**config.mk**
```make
export PLATFORM = sky130hd
export DESIGN_NAME = hrange_vec_flat
export DESIGN_NICKNAME = d
export VERILOG_FILES = /design/src/rtl/hrange_pkg.sv /design/src/rtl/hrange_vec_if.sv /design/src/rtl/hrange_lanes.sv /design/src/rtl/hrange_vec.sv /design/src/flat_wrapper.sv
export SDC_FILE = /design/constraint.sdc
export NUM_CORES = 1
export LEC_CHECK = 0
export CAP_MARGIN = 20
export CORE_MARGIN = 10
export CORE_UTILIZATION = 60
export CTS_CLUSTER_DIAMETER = 60
export DETAILED_ROUTE_END_ITERATION = 12
export HOLD_SLACK_MARGIN = 0.1
export PLACE_DENSITY = 0.85
export SLEW_MARGIN = 20
export SYNTH_ARGS = -nofsm -noshare
export SYNTH_HDL_FRONTEND = slang
export SYNTH_SLANG_ARGS = --single-unit
```
**constraint.sdc**
```tcl
create_clock -name _clock -period 32.8 [get_ports _clock]
set_input_delay 4.92 -clock _clock [delete_from_list [all_inputs] [get_ports _clock]]
set_output_delay 4.92 -clock _clock [all_outputs]
set_load 0.005 [all_outputs]
```
**src/rtl/hrange_pkg.sv**
```systemverilog
// Shared types and helpers for the vector range generator.
package hrange_pkg;

  typedef enum logic [0:0] {
    IDLE = 1'b0,
    RUN  = 1'b1
  } state_t;

  // Widest internal candidate supported; callers sign-extend into this type.
  localparam int unsigned MAXW = 128;
  typedef logic signed [MAXW-1:0] wide_t;

  // Candidate width: headroom for i + LANES*step without wrap.
  function automatic int unsigned ext_width(input int unsigned w, input int unsigned lanes);
    return w + $clog2(lanes + 1) + 1;
  endfunction

  // Limit is itself inside the WIDTH range, so a value that passes this
  // compare can never lie outside the WIDTH signed range.
  function automatic logic in_range(input wide_t v, input wide_t lim, input wide_t stp);
    if (stp == '0)          return 1'b0;
    else if (stp[MAXW-1])   return v > lim;
    else                    return v < lim;
  endfunction

endpackage

```
**src/rtl/hrange_vec_if.sv**
```systemverilog
// Beat-side handshake bundle of the vector range generator.
interface hrange_vec_if #(
  parameter int unsigned WIDTH = 32,
  parameter int unsigned LANES = 4
);
  logic                   _ready;
  logic                   _valid;
  logic                   _done;
  logic [LANES*WIDTH-1:0] _0;
  logic [LANES-1:0]       _mask;
  logic                   _last;

  modport master (input _ready, output _valid, _done, _0, _mask, _last);
  modport slave  (output _ready, input _valid, _done, _0, _mask, _last);
endinterface

```
**src/rtl/hrange_lanes.sv**
```systemverilog
// Combinational lane evaluator: LANES candidates from i, lane mask, last flag
// and the base of the following beat.
module hrange_lanes
  import hrange_pkg::*;
#(
  parameter int unsigned WIDTH = 32,
  parameter int unsigned LANES = 4
) (
  input  logic signed [WIDTH-1:0] i_i,
  input  logic signed [WIDTH-1:0] step_i,
  input  logic signed [WIDTH-1:0] limit_i,
  output logic [LANES*WIDTH-1:0]  vals_o,
  output logic [LANES-1:0]        mask_o,
  output logic                    last_o,
  output logic [WIDTH-1:0]        next_o
);

  localparam int unsigned EW = ext_width(WIDTH, LANES);

  logic signed [EW-1:0] acc;
  logic signed [EW-1:0] step_x;
  wide_t                lim_w;
  wide_t                stp_w;
  logic                 lane_ok;

  // Walk the lanes by repeated addition in the extended width.
  always_comb begin
    vals_o  = '0;
    mask_o  = '0;
    lane_ok = 1'b0;
    step_x  = EW'(step_i);
    lim_w   = MAXW'(limit_i);
    stp_w   = MAXW'(step_i);
    acc     = EW'(i_i);
    for (int unsigned k = 0; k < LANES; k++) begin
      lane_ok   = in_range(MAXW'(acc), lim_w, stp_w);
      mask_o[k] = lane_ok;
      if (lane_ok) vals_o[k*WIDTH +: WIDTH] = acc[WIDTH-1:0];
      acc = acc + step_x;
    end
    last_o = ~(&mask_o) | ~in_range(MAXW'(acc), lim_w, stp_w);
    next_o = acc[WIDTH-1:0];
  end

endmodule

```
**src/rtl/hrange_vec.sv**
```systemverilog
// Vector range(base, limit, step) generator, LANES values per ready/valid beat.
// Optional HRANGE_VEC_COUNT_EN adds a saturating transferred-value counter.
module hrange_vec
  import hrange_pkg::*;
#(
  parameter int unsigned WIDTH = 32,
  parameter int unsigned LANES = 4
) (
  input  logic                    _clock,
  input  logic                    _reset_n,
  input  logic                    _start,
  input  logic signed [WIDTH-1:0] base,
  input  logic signed [WIDTH-1:0] limit,
  input  logic signed [WIDTH-1:0] step,
  hrange_vec_if.master            out_if
`ifdef HRANGE_VEC_COUNT_EN
  ,
  output logic [WIDTH-1:0]        _count
`endif
);

  state_t                 state_q, state_d;
  logic                   valid_q, valid_d;
  logic                   done_q,  done_d;
  logic                   last_q,  last_d;
  logic [LANES-1:0]       mask_q,  mask_d;
  logic [LANES*WIDTH-1:0] data_q,  data_d;
  logic [WIDTH-1:0]       nxt_q,   nxt_d;
  logic [WIDTH-1:0]       step_q,  step_d;
  logic [WIDTH-1:0]       limit_q, limit_d;

  logic [LANES*WIDTH-1:0] lane_vals;
  logic [LANES-1:0]       lane_mask;
  logic                   lane_last;
  logic [WIDTH-1:0]       lane_next;
  logic signed [WIDTH-1:0] lane_i, lane_step, lane_limit;

`ifdef HRANGE_VEC_COUNT_EN
  logic [WIDTH-1:0] count_q, count_d;
  logic [WIDTH:0]   count_sum;
`endif

  // One evaluator serves both a fresh start and the advance to the next beat.
  assign lane_i     = _start ? base  : $signed(nxt_q);
  assign lane_step  = _start ? step  : $signed(step_q);
  assign lane_limit = _start ? limit : $signed(limit_q);

  hrange_lanes #(
    .WIDTH (WIDTH),
    .LANES (LANES)
  ) u_lanes (
    .i_i     (lane_i),
    .step_i  (lane_step),
    .limit_i (lane_limit),
    .vals_o  (lane_vals),
    .mask_o  (lane_mask),
    .last_o  (lane_last),
    .next_o  (lane_next)
  );

  always_ff @(posedge _clock) begin
    if (!_reset_n) begin
      state_q <= IDLE;
      valid_q <= 1'b0;
      done_q  <= 1'b1;
      last_q  <= 1'b0;
      mask_q  <= '0;
      data_q  <= '0;
      nxt_q   <= '0;
      step_q  <= '0;
      limit_q <= '0;
`ifdef HRANGE_VEC_COUNT_EN
      count_q <= '0;
`endif
    end else begin
      state_q <= state_d;
      valid_q <= valid_d;
      done_q  <= done_d;
      last_q  <= last_d;
      mask_q  <= mask_d;
      data_q  <= data_d;
      nxt_q   <= nxt_d;
      step_q  <= step_d;
      limit_q <= limit_d;
`ifdef HRANGE_VEC_COUNT_EN
      count_q <= count_d;
`endif
    end
  end

`ifdef HRANGE_VEC_COUNT_EN
  assign count_sum = {1'b0, count_q} + (WIDTH+1)'($countones(mask_q));
`endif

  // Next-state: start wins over any pending beat; a transfer either ends or advances.
  always_comb begin
    state_d = state_q;
    valid_d = valid_q;
    done_d  = done_q;
    last_d  = last_q;
    mask_d  = mask_q;
    data_d  = data_q;
    nxt_d   = nxt_q;
    step_d  = step_q;
    limit_d = limit_q;
`ifdef HRANGE_VEC_COUNT_EN
    count_d = count_q;
`endif

    if (_start) begin
      step_d  = step;
      limit_d = limit;
`ifdef HRANGE_VEC_COUNT_EN
      count_d = '0;
`endif
      if (lane_mask[0]) begin
        state_d = RUN;
        valid_d = 1'b1;
        done_d  = 1'b0;
        data_d  = lane_vals;
        mask_d  = lane_mask;
        last_d  = lane_last;
        nxt_d   = lane_next;
      end else begin
        state_d = IDLE;
        valid_d = 1'b0;
        done_d  = 1'b1;
        data_d  = '0;
        mask_d  = '0;
        last_d  = 1'b0;
      end
    end else begin
      case (state_q)
        RUN: begin
          if (out_if._ready) begin
`ifdef HRANGE_VEC_COUNT_EN
            count_d = count_sum[WIDTH] ? '1 : count_sum[WIDTH-1:0];
`endif
            if (last_q) begin
              state_d = IDLE;
              valid_d = 1'b0;
              done_d  = 1'b1;
              data_d  = '0;
              mask_d  = '0;
              last_d  = 1'b0;
            end else begin
              valid_d = 1'b1;
              done_d  = 1'b0;
              data_d  = lane_vals;
              mask_d  = lane_mask;
              last_d  = lane_last;
              nxt_d   = lane_next;
            end
          end
        end
        default: ;
      endcase
    end
  end

  assign out_if._valid = valid_q;
  assign out_if._done  = done_q;
  assign out_if._0     = data_q;
  assign out_if._mask  = mask_q;
  assign out_if._last  = last_q;
`ifdef HRANGE_VEC_COUNT_EN
  assign _count = count_q;
`endif

endmodule

```
**src/flat_wrapper.sv**
```systemverilog
// flat-port wrapper written by rule: the top's interface ports become plain ports
module hrange_vec_flat import hrange_pkg::*;
#(
  parameter int unsigned WIDTH = 32,
  parameter int unsigned LANES = 4
)
  (_clock, _reset_n, _start, base, limit, step, out_if__ready, out_if__valid, out_if__done, out_if__0, out_if__mask, out_if__last);
  hrange_vec_if #(.WIDTH(WIDTH), .LANES(LANES)) out_if_i ();
  input  logic _clock;
  input  logic _reset_n;
  input  logic _start;
  input  logic signed [WIDTH-1:0] base;
  input  logic signed [WIDTH-1:0] limit;
  input  logic signed [WIDTH-1:0] step;
  input wire logic [$bits(out_if_i._ready)-1:0] out_if__ready;
  output wire logic [$bits(out_if_i._valid)-1:0] out_if__valid;
  output wire logic [$bits(out_if_i._done)-1:0] out_if__done;
  output wire logic [$bits(out_if_i._0)-1:0] out_if__0;
  output wire logic [$bits(out_if_i._mask)-1:0] out_if__mask;
  output wire logic [$bits(out_if_i._last)-1:0] out_if__last;
  assign out_if_i._ready = out_if__ready;
  assign out_if__valid = out_if_i._valid;
  assign out_if__done = out_if_i._done;
  assign out_if__0 = out_if_i._0;
  assign out_if__mask = out_if_i._mask;
  assign out_if__last = out_if_i._last;
  hrange_vec #(.WIDTH(WIDTH), .LANES(LANES)) u_core (._clock(_clock), ._reset_n(_reset_n), ._start(_start), .base(base), .limit(limit), .step(step), .out_if(out_if_i));
endmodule
```
==> impl_metrics.sql, run 1 <==
INSERT INTO impl_metrics (metric_group, metric, value, unit) VALUES
('global_route', 'gr-total-overflow', '0', ''),
('worst_setup_path', 'timing.critical_path.required', '33.27', 'ns'),
('worst_setup_path', 'critPathSlowestCell', 'o31ai_1', ''),
('clock_tree', 'cts.sinks', '232', ''),
('synthesis', 'syn-instance-count', '2137', ''),
('global_route', 'global_route_wire_length_before_repair', '106.7', 'mm'),
('timing', 'grt_setup_unrepaired', 'no', ''),
('clock_tree', 'hold_buffers', '0', ''),
('synthesis', 'distinct_cell_type_count_after_synthesis', '82', ''),
('route', 'drt.antenna.violating_nets', '0', ''),
('die', 'core_area', '30590', 'sq um'),
('die', 'die_x', '195.9', 'um'),
('synthesis', 'ys_seq_elements', '232', ''),
('route', 'vias_per_cell', '6.738', ''),
('die', 'num_rows', '64', ''),
('final_layout', 'design_area', '22380', 'sq um'),
('placed_design', 'place_ws', '15.41', 'ns'),
('clock_tree', 'insertion_delay', '0.58', 'ns'),
('hold_path', 'min_delay_worst_endpoint', 'u_core.out_if._0[124]', ''),
('clock_tree', 'h-tree-depth', '1', ''),
('worst_setup_path', 'worstSetupStartpointType', 'input port', ''),
('timing', 'final.setup.tns', '0', 'ns'),
('final_layout', 'fin_nets', '2762', ''),
('timing', 'finalSetupViolCount', '0', ''),
('worst_setup_path', 'critPathArrivalTime', '17.69', 'ns'),
('route', 'detail_route.drc_violations', '0', ''),
('synthesis', 'ys.warnings.count', '0', ''),
('final_layout', 'filler_cell_count', '2245', ''),
('placed_design', 'port-buffer-count', '234', ''),
('worst_setup_path', 'worstPathMaxFanout', '37', ''),
('worst_setup_path', 'worst_r2r_startpoint', 'u_core.step_q[1]', ''),
('worst_setup_path', 'r2r_setup_slack', '21.12', 'ns'),
('worst_setup_path', 'r2r.worst_path.cells', '39', ''),
('worst_setup_path', 'reg2reg_capture_point', 'u_core.out_if._last', ''),
('synthesis', 'syn_area_per_cell', '8.687', 'sq um'),
('clock_tree', 'total_of_cells_resized_after_clock_tree_synthesis', '0', ''),
('job', 'max_cap_violations', '0', ''),
('clock_tree', 'numCtsBuffers', '30', ''),
('route', 'initialDrtViolationCount', '2113', ''),
('synthesis', 'synth.area.top_cells', 'dfxtp_1, ha_1, nor2_1', ''),
('synthesis', 'postSynth.topFlopCell', 'dfxtp_1', ''),
('worst_setup_path', 'maximum_single_stage_delay_on_the_critical_path', '0.70', 'ns'),
('route', 'detail_route.wl_per_cell', '25.34', 'um'),
('final_layout', 'area_occupied_by_multi_input_gates', '13410', 'sq um'),
('route', 'number_of_vias_in_the_routed_layout', '18718', ''),
('timing', 'finClkSkew', '0.01321', 'ns'),
('run_status', 'outcome', 'finished, final reports clean', ''),
('clock_tree', 'cts_root_buf', 'clkbuf_16', ''),
('die', 'floorplan.io_pins', '235', ''),
('final_layout', 'layout.area.seq', '4644', 'sq um'),
('die', 'die_area', '38370', 'sq um'),
('global_route', 'antenna_found_initial', '0', ''),
('timing', 'slew_violations', '0', ''),
('timing', 'final_critical_path_required_period', '17.22', 'ns'),
('global_route', 'vias_in_the_first_global_route', '18016', ''),
('worst_setup_path', 'crit_type', 'in2reg', ''),
('timing', 'timing.max_slew.rel_slack', '32.29', '%'),
('synthesis', 'post-synth-top-area-fraction', '25.02', '%'),
('timing', 'achievable-frequency', '0.05807', 'GHz'),
('hold_path', 'hold_path_startpoint', 'u_core.out_if._0[124]', ''),
('global_route', 'track_usage', '34.89', '%'),
('timing', 'finalCritPeriodShare', '52.50', '%'),
('timing', 'tightestPinTransition', '1.016', 'ns'),
('worst_setup_path', 'worstSetupEndpointType', 'register', ''),
('hold_path', 'worstHoldPathType', 'reg2reg', ''),
('clock_tree', 'tritoncts', 'done', ''),
('clock_tree', 'clkTransAtPathRegs', '0.06', 'ns'),
('die', 'floorplan.initialDensity', '60.69', '%'),
('route', 'wl', '70.39', 'mm'),
('synthesis', 'async_set_or_reset_flop_fraction_in_the_synthesized_netlist', '0', '%'),
('route', 'detail_route.first_pass.iterations', '8', '');
-- area by class of cell --
cell class              instances  area share (%)
clock buffers                  36           3.685
clock inverters                19           1.141
inverters                      53          0.9114
multi-input cells            1781           59.93
flip-flops and latches        232           20.75
well taps                     396           2.214
repair buffers                261           11.36
-- worst max-delay path, delay by kind of cell --
| family | cells | cell delay, ns |
|---|---|---|
| adder cells (fa/ha/maj) | 5 | 1.81 |
| AND/OR/NAND/NOR | 3 | 0.63 |
| multiplexers | 3 | 0.81 |
| AO/OA/AOI/OAI | 19 | 6.01 |
| buffers and inverters | 3 | 1.54 |
| XOR/XNOR | 4 | 1.81 |
-- sequential cells by signal (all words and copies together), names as in the netlist --
name	count
u_core.out_if._last	1
u_core.limit_q	32
u_core.out_if._done	1
u_core.out_if._0	128
u_core.step_q	32
u_core.state_q	1
u_core.nxt_q	32
u_core.out_if._valid	1
u_core.out_if._mask	4
-- cell usage in the layout (no fill, tap or decap), types with 64 or more instances in the layout --
| cell type | netlist | routed |
|---|---|---|
| dfxtp_1 | 232 | 232 |
| mux2_2 | 64 | 64 |
| nor2_1 | 259 | 259 |
| a21o_1 | 88 | 88 |
| o21ai_0 | 71 | 71 |
| a21oi_1 | 174 | 172 |
| ha_1 | 299 | 299 |
| mux2i_1 | 66 | 66 |
| a22oi_1 | 117 | 117 |
| clkdlybuf4s50_1 | 0 | 233 |
| xnor2_1 | 80 | 80 |
| nand2_1 | 88 | 88 |
-- cell families after synthesis --
logic type | after synthesis | share of synthesized area (%)
multiplexers | 130 | 7.441
AND/OR/NAND/NOR | 593 | 15.09
flip-flops | 232 | 25.02
buffers and inverters | 124 | 2.959
adder cells (fa/ha/maj) | 303 | 20.58
XOR/XNOR | 116 | 5.473
AO/OA/AOI/OAI | 639 | 23.43
-- per-layer routing --
layer  track usage (%)  wire length, um  up-vias
met5                 0                0        -
met1             47.08            29350     8945
li1                  -                -     8479
met2             54.72            30920     1108
met3             6.462             7517      186
met4             11.91             2599        0
-- stage by stage --
step | util (%) | hold WS, ns | std cells
5_1_grt | 73.16 | 0.4970 | 2778
2_1_floorplan | - | 0.4315 | 2137
4_1_cts | 73.14 | 0.4597 | 2778
6_report | 73.16 | 0.4590 | 2778
3_3_place_gp | 69.61 | 0.4427 | 2723
3_5_place_dp | 69.61 | 0.4517 | 2723
-- synthesized netlist by cell type, drive strengths merged (19+ instances only) --
master and number:
ha 299, a211oi 27, a31oi 19, nand4 47, dfxtp 232, mux2 64, a21o 88, o21bai 21
a22oi 117, o21ai 76, nor3 24, inv 53, buf 24, xnor2 80, nand2b 22, nand3 38
and2 37, xor2 36, clkbuf 47, nand2 88, nor4 21, mux2i 66, nor2 259, a21oi 175
-- worst max-delay path by stage --
stage,slack (ns),end,cells after the start,start
floorplan,18.23,u_core.out_if._last,45,_start
global placement,15.59,u_core.out_if._last,43,_start
detailed placement,15.41,u_core.out_if._last,43,_start
CTS,15.94,u_core.out_if._last,43,_start
global route,15.34,u_core.out_if._last,38,_start
finish,15.58,u_core.out_if._last,37,_start
Power of run 1 is left out: the tool's default activity adds up to more than one toggle a clock period on the data nets, which glitch-free logic cannot reach.
==> run 2, diff against run 1 <==
--- a/config.mk
+++ b/config.mk
@@ -7,11 +7,11 @@
 export LEC_CHECK = 0
 export CAP_MARGIN = 20
 export CORE_MARGIN = 10
-export CORE_UTILIZATION = 60
+export CORE_UTILIZATION = 57
 export CTS_CLUSTER_DIAMETER = 60
 export DETAILED_ROUTE_END_ITERATION = 12
 export HOLD_SLACK_MARGIN = 0.1
-export PLACE_DENSITY = 0.85
+export PLACE_DENSITY = 0.82
 export SLEW_MARGIN = 20
 export SYNTH_ARGS = -nofsm -noshare
 export SYNTH_HDL_FRONTEND = slang
==> constraint.sdc (replaced) <==
create_clock -name _clock -period 17.8 [get_ports _clock]
set_input_delay 2.67 -clock _clock [delete_from_list [all_inputs] [get_ports _clock]]
set_output_delay 2.67 -clock _clock [all_outputs]
set_load 0.005 [all_outputs]
==> run 2 against run 1 <==
  * Routed wire length shrank 0.30%
  * Via count fell by 1.7%
  * First-iteration DRC count down 11%
  * Worst hold slack worse by 0.0013 ns
  * Final area down 0.23%
  * Worst setup slack worse by 12 ns
  * Die area up 4.7%
  * Global-route usage is 1.7 points lower
  * Cell count up 1.5%
  * Critical path depth up 7
  * Non-clock buffer count down 5
  * Critical path type unchanged
  * Largest cell class unchanged
  * Highest routed layer is now met5
==> impl_metrics.sql, run 2 (synthesized netlist as in run 1, its figures left out) <==
INSERT INTO impl_metrics (metric_group, metric, value, unit) VALUES
('timing', 'finalSetupViolCount', '0', ''),
('global_route', 'track_usage', '33.19', '%'),
('placed_design', 'port-buffer-count', '234', ''),
('timing', 'final_critical_path_required_period', '14.50', 'ns'),
('worst_setup_path', 'worst_path_dominant_cell_family', 'compound AO/OA/AOI/OAI gates', ''),
('timing', 'finClkSkew', '0.02281', 'ns'),
('final_layout', 'num_antenna_cells', '0', ''),
('clock_tree', 'hold_buffers', '0', ''),
('timing', 'tightestPinTransition', '1.048', 'ns'),
('run_status', 'outcome', 'finished, final reports clean', ''),
('global_route', 'gr-total-overflow', '0', ''),
('route', 'detail_route.first_pass.iterations', '8', ''),
('die', 'floorplan.die.height', '200.5', 'um'),
('hold_path', 'worstHoldPathType', 'reg2reg', ''),
('worst_setup_path', 'worstPathMaxFanout', '61', ''),
('clock_tree', 'h-tree-depth', '1', ''),
('worst_setup_path', 'maximum_single_stage_delay_on_the_critical_path', '0.84', 'ns'),
('placed_design', 'place_ws', '3.145', 'ns'),
('final_layout', 'drive_gt1_share', '7.320', '%'),
('timing', 'finalHoldViolations', '0', ''),
('die', 'floorplan.initialDensity', '57.35', '%'),
('route', 'vias_per_cell', '6.529', ''),
('route', 'initialDrtViolationCount', '1875', ''),
('worst_setup_path', 'worstSetupEndpointType', 'register', ''),
('final_layout', 'final_cell_mix', 'ha_1, nor2_1, clkdlybuf4s50_1', ''),
('global_route', 'maximum_number_of_pins_on_one_net_before_global_route_repair', '100', ''),
('route', 'number_of_vias_in_the_routed_layout', '18406', ''),
('die', 'floorplan.io_pins', '235', ''),
('timing', 'grt_setup_unrepaired', 'no', ''),
('route', 'detail_route.wl_per_cell', '24.89', 'um'),
('clock_tree', 'tritoncts', 'done', ''),
('clock_tree', 'clockBufferDepth', '3', ''),
('route', 'drt.antenna.violating_nets', '0', ''),
('route', 'wl', '70.18', 'mm'),
('worst_setup_path', 'worstSetupStartpointType', 'input port', ''),
('final_layout', 'area_delta_synth_final', '20.26', '%'),
('route', 'detail_route.drc_violations', '0', ''),
('worst_setup_path', 'cp.buffers_inverters', '2', ''),
('die', 'die_x', '200.5', 'um'),
('hold_path', 'worstHoldPathCells', '2', ''),
('placed_design', 'placed_cells', '2764', ''),
('worst_setup_path', 'critPathSlowestCell', 'a2111oi_2', ''),
('final_layout', 'fin_nets', '2757', ''),
('worst_setup_path', 'cp_depth', '44', ''),
('clock_tree', 'post_cts_setup_buffer_count', '0', ''),
('clock_tree', 'numCtsBuffers', '30', ''),
('clock_tree', 'insertion_delay', '0.59', 'ns'),
('global_route', 'antenna_found_initial', '2', ''),
('final_layout', 'finalNonFillerCells', '2819', ''),
('timing', 'timing.final.ws_setup', '3.300', 'ns'),
('worst_setup_path', 'crit_type', 'in2reg', ''),
('timing', 'achievable-frequency', '0.06897', 'GHz'),
('die', 'num_rows', '66', ''),
('die', 'die_area', '40190', 'sq um'),
('placed_design', 'detailedPlacementHpwl', '55.44', 'mm'),
('placed_design', 'gp_congestion', '1.022', ''),
('global_route', 'vias_in_the_first_global_route', '17941', ''),
('timing', 'final.setup.tns', '0', 'ns'),
('clock_tree', 'total_of_cells_resized_after_clock_tree_synthesis', '0', ''),
('job', 'max_cap_violations', '0', ''),
('final_layout', 'largest_register_ff_count', '128', ''),
('worst_setup_path', 'r2r.worst_path.cells', '43', ''),
('clock_tree', 'cts_root_buf', 'clkbuf_16', ''),
('worst_setup_path', 'timing.critical_path.required', '18.28', 'ns'),
('final_layout', 'filler_cell_count', '2630', ''),
('timing', 'finalCritPeriodShare', '81.46', '%'),
('global_route', 'global_route_wire_length_before_repair', '106.7', 'mm'),
('timing', 'slew_violations', '0', ''),
('final_layout', 'layout.cells.most_common', 'ha_1', ''),
('clock_tree', 'clkTransAtPathRegs', '0.06', 'ns'),
('clock_tree', 'cts.sinks', '232', ''),
('die', 'core_area', '32370', 'sq um'),
('worst_setup_path', 'critPathArrivalTime', '14.98', 'ns'),
('timing', 'timing.max_slew.rel_slack', '30.11', '%');
-- run 2: layout make-up --
type | instances | area (sq um) | area share, %
Multi-Input combinational cell | 1781 | 13410 | 60.07
Sequential cell | 232 | 4644 | 20.80
Timing Repair Buffer | 256 | 2505 | 11.22
Clock buffer | 38 | 820.8 | 3.677
Tap cell | 442 | 553.0 | 2.477
Inverter | 53 | 203.9 | 0.9135
Clock inverter | 17 | 186.4 | 0.8351
-- run 2: routing by layer --
| layer | wire (um) | GRT usage, % | vias up |
|---|---|---|---|
| li1 | - | - | 8452 |
| met1 | 30430 | 44.77 | 8874 |
| met2 | 30640 | 52.18 | 935 |
| met3 | 6993 | 7.197 | 141 |
| met4 | 2097 | 9.575 | 4 |
| met5 | 21 | 0 | - |
-- run 2: worst reg2reg max path, delay by kind of cell (launching register included) --
kind / cells / cell delay (ns)
adder cells (fa/ha/maj): 5 / 1.79
AND/OR/NAND/NOR: 6 / 1.21
buffers and inverters: 1 / 0.20
flip-flops: 1 / 0.30
XOR/XNOR: 3 / 0.81
AO/OA/AOI/OAI: 25 / 6.33
multiplexers: 3 / 0.83
-- run 2: metrics by stage --
stage	hold WS, ns	area [sq um]	util [%]
after floorplan	0.4315	18560	-
after global placement	0.4402	21310	65.84
after detailed placement	0.4480	21320	65.85
after CTS	0.4612	22330	68.97
after global routing	0.4847	22330	68.97
final	0.4577	22330	68.97
-- run 2: path summary, 6_finish.rpt --
check / from / to / slack (ns)
min: u_core.out_if._0[32] / u_core.out_if._0[32] / 0.46
max reg2reg: u_core.step_q[1] / u_core.out_if._last / 6.22
min reg2reg: u_core.out_if._0[32] / u_core.out_if._0[32] / 0.46
max: _start / u_core.out_if._last / 3.30
Power of run 2 is left out for the same reason.
